$ cat config.mk
export PLATFORM = sky130hd
export DESIGN_NAME = sha256_digest_collector
export DESIGN_NICKNAME = d
export VERILOG_FILES = /design/src/rtl/sha256_pkg.sv /design/src/rtl/sha256_beat_packer.sv /design/src/rtl/sha256_digest_collector.sv
export SDC_FILE = /design/constraint.sdc
export NUM_CORES = 1
export LEC_CHECK = 0
export CORE_UTILIZATION = 58
export CTS_CLUSTER_DIAMETER = 80
export DETAILED_ROUTE_END_ITERATION = 8
export GPL_TIMING_DRIVEN = 0
export PLACE_DENSITY = 0.82
export SETUP_SLACK_MARGIN = 0.3
export SKIP_LAST_GASP = 1
export SLEW_MARGIN = 5
export SYNTH_ARGS = -nofsm -noshare
export SYNTH_HDL_FRONTEND = slang
export SYNTH_SLANG_ARGS = --single-unit
$ cat constraint.sdc
create_clock -name clk -period 2.9 [get_ports clk]
set_input_delay 0.58 -clock clk [delete_from_list [all_inputs] [get_ports clk]]
set_output_delay 0.58 -clock clk [all_outputs]
set_load 0.01 [all_outputs]
$ cat src/rtl/sha256_pkg.sv
// Shared constants and types for the SHA-256 digest collector.
// ASM_W is the full beat stream width: 256 digest bits plus a 4-bit zero pad.
package sha256_pkg;

  localparam int BEAT_W    = 10;
  localparam int DIGEST_W  = 256;
  localparam int GAP_MAX   = 4;
  localparam int NUM_BEATS = 26;
  localparam int PAD_BITS  = 4;
  localparam int ASM_W     = NUM_BEATS * BEAT_W;
  localparam int CNT_W     = 5;
  localparam int GAP_W     = 3;

  typedef logic [DIGEST_W-1:0] digest_t;
  typedef logic [ASM_W-1:0]    asm_t;

  typedef enum logic {
    IDLE    = 1'b0,
    COLLECT = 1'b1
  } asm_state_t;

  function automatic logic pad_nonzero(input asm_t w);
    return |w[PAD_BITS-1:0];
  endfunction

endpackage

$ cat src/rtl/sha256_beat_packer.sv
// Shifts 26 MSB-first beats into a 260-bit word; done_o/abort_o are combinational
// pulses in the cycle of the completing beat or the gap-timeout idle cycle.
module sha256_beat_packer
  import sha256_pkg::*;
(
  input  logic              clk,
  input  logic              rst_n,
  input  logic [BEAT_W-1:0] beat_i,
  input  logic              beat_vld_i,
  output logic              done_o,
  output logic [ASM_W-1:0]  word_o,
  output logic              abort_o
);

  asm_state_t       state_q, state_d;
  logic [CNT_W-1:0] beat_cnt_q, beat_cnt_d;
  logic [GAP_W-1:0] gap_cnt_q, gap_cnt_d;
  asm_t             asm_q, asm_d;
  asm_t             shifted;

  assign shifted = {asm_q[ASM_W-BEAT_W-1:0], beat_i};
  assign word_o  = shifted;

  always_ff @(posedge clk or negedge rst_n) begin
    if (!rst_n) begin
      state_q    <= IDLE;
      beat_cnt_q <= '0;
      gap_cnt_q  <= '0;
      asm_q      <= '0;
    end else begin
      state_q    <= state_d;
      beat_cnt_q <= beat_cnt_d;
      gap_cnt_q  <= gap_cnt_d;
      asm_q      <= asm_d;
    end
  end

  always_comb begin
    state_d    = state_q;
    beat_cnt_d = beat_cnt_q;
    gap_cnt_d  = gap_cnt_q;
    asm_d      = asm_q;
    done_o     = 1'b0;
    abort_o    = 1'b0;
    case (state_q)
      IDLE: begin
        if (beat_vld_i) begin
          asm_d      = shifted;
          beat_cnt_d = CNT_W'(1);
          gap_cnt_d  = '0;
          state_d    = COLLECT;
        end
      end
      COLLECT: begin
        if (beat_vld_i) begin
          asm_d     = shifted;
          gap_cnt_d = '0;
          if (beat_cnt_q == CNT_W'(NUM_BEATS - 1)) begin
            done_o     = 1'b1;
            beat_cnt_d = '0;
            state_d    = IDLE;
          end else begin
            beat_cnt_d = beat_cnt_q + CNT_W'(1);
          end
        end else if (gap_cnt_q == GAP_W'(GAP_MAX - 1)) begin
          // This idle cycle brings the gap count to GAP_MAX: drop the partial frame.
          abort_o    = 1'b1;
          beat_cnt_d = '0;
          gap_cnt_d  = '0;
          asm_d      = '0;
          state_d    = IDLE;
        end else begin
          gap_cnt_d = gap_cnt_q + GAP_W'(1);
        end
      end
      default: state_d = IDLE;
    endcase
  end

endmodule

$ cat src/rtl/sha256_digest_collector.sv
// Collects the SHA-256 core's beat stream into a 256-bit digest slot with sticky fault flags.
// Optional DIGEST_COMPARE_EN adds expected_digest input and registered digest_match output.
module sha256_digest_collector
  import sha256_pkg::*;
(
  input  logic                clk,
  input  logic                rst_n,
  input  logic [BEAT_W-1:0]   hash_in,
  input  logic                hash_valid,
  output logic [DIGEST_W-1:0] digest,
  output logic                digest_valid,
  input  logic                digest_ready,
  output logic                frame_err,
  output logic                pad_err,
  output logic                overflow_err,
  input  logic                err_clr
`ifdef DIGEST_COMPARE_EN
  ,
  input  logic [DIGEST_W-1:0] expected_digest,
  output logic                digest_match
`endif
);

  logic       done, abort;
  asm_t       word;
  digest_t    new_digest;
  logic       handshake, load;
  logic       overflow_set, pad_set;

  digest_t    digest_q, digest_d;
  logic       valid_q, valid_d;
  logic       frame_err_q, frame_err_d;
  logic       pad_err_q, pad_err_d;
  logic       overflow_err_q, overflow_err_d;

  sha256_beat_packer u_packer (
    .clk        (clk),
    .rst_n      (rst_n),
    .beat_i     (hash_in),
    .beat_vld_i (hash_valid),
    .done_o     (done),
    .word_o     (word),
    .abort_o    (abort)
  );

  assign new_digest   = word[ASM_W-1:PAD_BITS];
  assign handshake    = valid_q & digest_ready;
  // A completing frame only enters the slot if it is empty or draining this cycle.
  assign load         = done & (~valid_q | handshake);
  assign overflow_set = done & valid_q & ~digest_ready;
  assign pad_set      = done & pad_nonzero(word);

  always_comb begin
    digest_d = digest_q;
    valid_d  = valid_q;
    if (handshake) valid_d = 1'b0;
    if (load) begin
      digest_d = new_digest;
      valid_d  = 1'b1;
    end
    frame_err_d    = (frame_err_q    & ~err_clr) | abort;
    pad_err_d      = (pad_err_q      & ~err_clr) | pad_set;
    overflow_err_d = (overflow_err_q & ~err_clr) | overflow_set;
  end

  always_ff @(posedge clk or negedge rst_n) begin
    if (!rst_n) begin
      digest_q       <= '0;
      valid_q        <= 1'b0;
      frame_err_q    <= 1'b0;
      pad_err_q      <= 1'b0;
      overflow_err_q <= 1'b0;
    end else begin
      digest_q       <= digest_d;
      valid_q        <= valid_d;
      frame_err_q    <= frame_err_d;
      pad_err_q      <= pad_err_d;
      overflow_err_q <= overflow_err_d;
    end
  end

  assign digest       = digest_q;
  assign digest_valid = valid_q;
  assign frame_err    = frame_err_q;
  assign pad_err      = pad_err_q;
  assign overflow_err = overflow_err_q;

`ifdef DIGEST_COMPARE_EN
  logic match_q, match_d;

  always_comb begin
    match_d = match_q;
    if (load) match_d = (new_digest == expected_digest);
  end

  always_ff @(posedge clk or negedge rst_n) begin
    if (!rst_n) match_q <= 1'b0;
    else        match_q <= match_d;
  end

  assign digest_match = match_q;
`endif

endmodule
==> impl_metrics.tcl <==
set metrics [dict create \
    status "complete, no violations" \
    critPathLaunchType "flip-flop" \
    finalHoldViolations 0 \
    p_comb_frac 0.083 \
    dp_hpwl_um 28500 \
    cts_max_path_buffers 3 \
    synth_area_leaders "dfrtp_1 68%, mux2_2 14%, a22o_1 12%, mux2_1 1.2%, buf_8 1.2%" \
    die_width_um 183 \
    reg2reg_setup_slack_ns 0.71 \
    grt_pass1_wl_um 68200 \
    drt-total-wl_um 42600 \
    cts_tree "yes" \
    portBuffers 273 \
    drtPass1Iterations 5 \
    drive_gt1_frac 0.229 \
    setup_viol 0 \
    yosysTopAreaCell "dfrtp_1" \
    crit_required_ns 3.37 \
    initial_utilization 0.595 \
    via_count 11536 \
    synth_top_cell_area_share 0.685 \
    final_common_cell "dfrtp_1" \
    avgRoutedWirePerCell_um 21.7 \
    final_nets 1503 \
    min_period_over_period 0.757 \
    hp-class "in2async" \
    rsz0062_at_grt "no" \
    gp_routability_congestion 0.779 \
    ys_ff_latch 519 \
    criticalPathCategory "reg2reg" \
    worstPathMaxFanout 10 \
    viasPerCell 5.89 \
    grt_pass1_vias 11968 \
    worstMarginPinSlew_ns 0.629 \
    final_area_mm2 0.0240 \
    yosysUniqueCellTypes 32 \
    fin_crit_ns 2.19 \
    skew_ns 0.0248 \
    vdd_drop_max_v 0.000550 \
    clkTransAtPathRegs_ns 0.06 \
    fillCellCount 1955 \
    grtUsageTotal 0.260 \
    intPower_uw 12400 \
    core_mm2 0.0319 \
    max_freq_mhz 456 \
    die_y_um 183 \
    cts_root_buf "clkbuf_16" \
    synth_area_per_cell_um2 16.4 \
    synth_nets 1174 \
    dpl_cell_area_mm2 0.0224 \
    route.detailed.drc 0 \
    p_sw_uw 3960 \
    syn-cell-area_mm2 0.0190 \
    drt-initial-drc-count 803 \
    drv_slew 0 \
    clock_sinks 519 \
    maxSlewHeadroom 0.580 \
    p_seq_frac 0.526 \
    grt_max_degree 125 \
    cp-end-kind "flip-flop" \
    cap_violations 0 \
    leakagePower_uw 0.0116 \
    ctsHtreeMaxLevel 2 \
    synth-seq-area-share 0.685 \
    power.density_mw_per_mm2 682 \
    dieArea_mm2 0.0334 \
    netlist_instances 1156 \
    grt.overflow.total 0 \
    clk_latency_ns 0.55 \
    diodes 0 \
    p_sw_frac 0.242 \
    clkPwrFrac 0.391 \
    antenna_found_initial 0 \
    cts_inserted_buffers 49 \
    fin_setup_tns_ns 0 \
    ios 275 \
    layout_common_cells "519 x dfrtp_1, 272 x clkdlybuf4s50_1, 251 x a22o_1" \
    rows 65 \
    synth_warnings 0 \
    antenna_left 0 \
    crit_arrival_ns 2.67 \
    syn_to_final_growth_pct 26.6 \
]
## per-stage QoR
stage,util,std cells,hold WS [ns],worst slack [ns],power [uW]
6_report,0.753,1960,0.489,0.705,16400
4_1_cts,0.753,1960,0.495,0.602,16500
3_3_place_gp,0.698,1864,0.470,-20.41,9970
2_1_floorplan,-,1156,0.284,0.956,9300
3_5_place_dp,0.701,1868,0.473,0.297,10100
5_1_grt,0.753,1960,0.503,0.536,17000
## worst paths after layout
| path | start | end | cells after the start |
|---|---|---|---|
| max | u_packer.gap_cnt_q[0] | u_packer.asm_q[73] | 5 |
| min | rst_n | digest[209] | 2 |
| max reg2reg | u_packer.gap_cnt_q[0] | u_packer.asm_q[73] | 5 |
| min reg2reg | digest[227] | digest[227] | 1 |
| max in group asynchronous | rst_n | digest[92] | 4 |
| min in group clk | digest[227] | digest[227] | 1 |
## registers in the layout, indices dropped and copies added, names as in the netlist
| signal | flops |
|---|---|
| frame_err | 1 |
| overflow_err | 1 |
| pad_err | 1 |
| u_packer.state_q | 1 |
| digest | 256 |
| u_packer.asm_q | 250 |
| digest_valid | 1 |
| u_packer.gap_cnt_q | 3 |
| u_packer.beat_cnt_q | 5 |
## area by class of cell
type / count / area (um^2) / share of cell area
buffer: 86 / 582 / 0.0242
clock buffer: 75 / 1470 / 0.0611
clock inverter: 16 / 175 / 0.00730
inverter: 6 / 22.5 / 0.000938
multi-input combinational: 545 / 5370 / 0.224
sequential: 519 / 13000 / 0.541
tap: 435 / 544 / 0.0227
timing repair buffer: 278 / 2860 / 0.119
## repair_timing
| item | 4_1_cts | 5_1_grt |
|---|---|---|
| resized for setup | 0 | 0 |
| hold endpoints to repair | 33 | 0 |
| setup buffers | 0 | 0 |
| hold buffers | 1 | 0 |
## metal layers
metal / vias to the layer above / share of wire / global-route usage
li1: 4965 / - / -
met1: 6118 / 0.44 / 0.377
met2: 405 / 0.49 / 0.418
met3: 48 / 0.053 / 0.0399
met4: 0 / 0.015 / 0.0633
met5: - / 0 / 0
## Yosys cell counts (all sizes together)
library cell  count
dfrtp           519
ha                3
a31oi             1
o22ai             2
a21oi             3
buf              30
nand2b            2
clkbuf           56
nor3b             1
nor2              1
inv               6
mux2            256
o21ai             1
nand3             5
a211o             1
a211oi            1
o2bb2ai           3
a22o            251
nor2b             3
nor4              1
o32ai             1
nor3              1
nor4bb            1
nand4b            1
xor2              1
and4b             1
nand2             3
xnor2             1
## cells by family (layout without fill, tap and decap cells)
logic type      count (synthesis)  in the layout  synth area share
compound gates                264            264             0.121
xor+xnor                        2              2          0.000924
fa+ha+maj                       3              3           0.00198
buf+inv                        92            461            0.0319
flops                         519            519             0.685
mux                           256            256             0.152
simple gates                   20             20           0.00765
## power groups by stage
| stage | Sequential [uW] | Combinational [uW] | Clock [uW] |
|---|---|---|---|
| 2_1_floorplan | 8460 | 844 | 0 |
| 3_3_place_gp | 8700 | 1270 | 0 |
| 3_5_place_dp | 8700 | 1360 | 0 |
| 4_1_cts | 8600 | 1370 | 6510 |
| 5_1_grt | 8690 | 1490 | 6810 |
| 6_report | 8620 | 1350 | 6400 |
## worst max-delay path: stages (launching register included)
cell and delay (ns):
dfrtp_1 0.39, ha_1 0.24, a31oi_1 0.30, clkbuf_1 0.51, clkbuf_1 0.47, a22o_1 0.22
(Power assumes the default switching activity.)
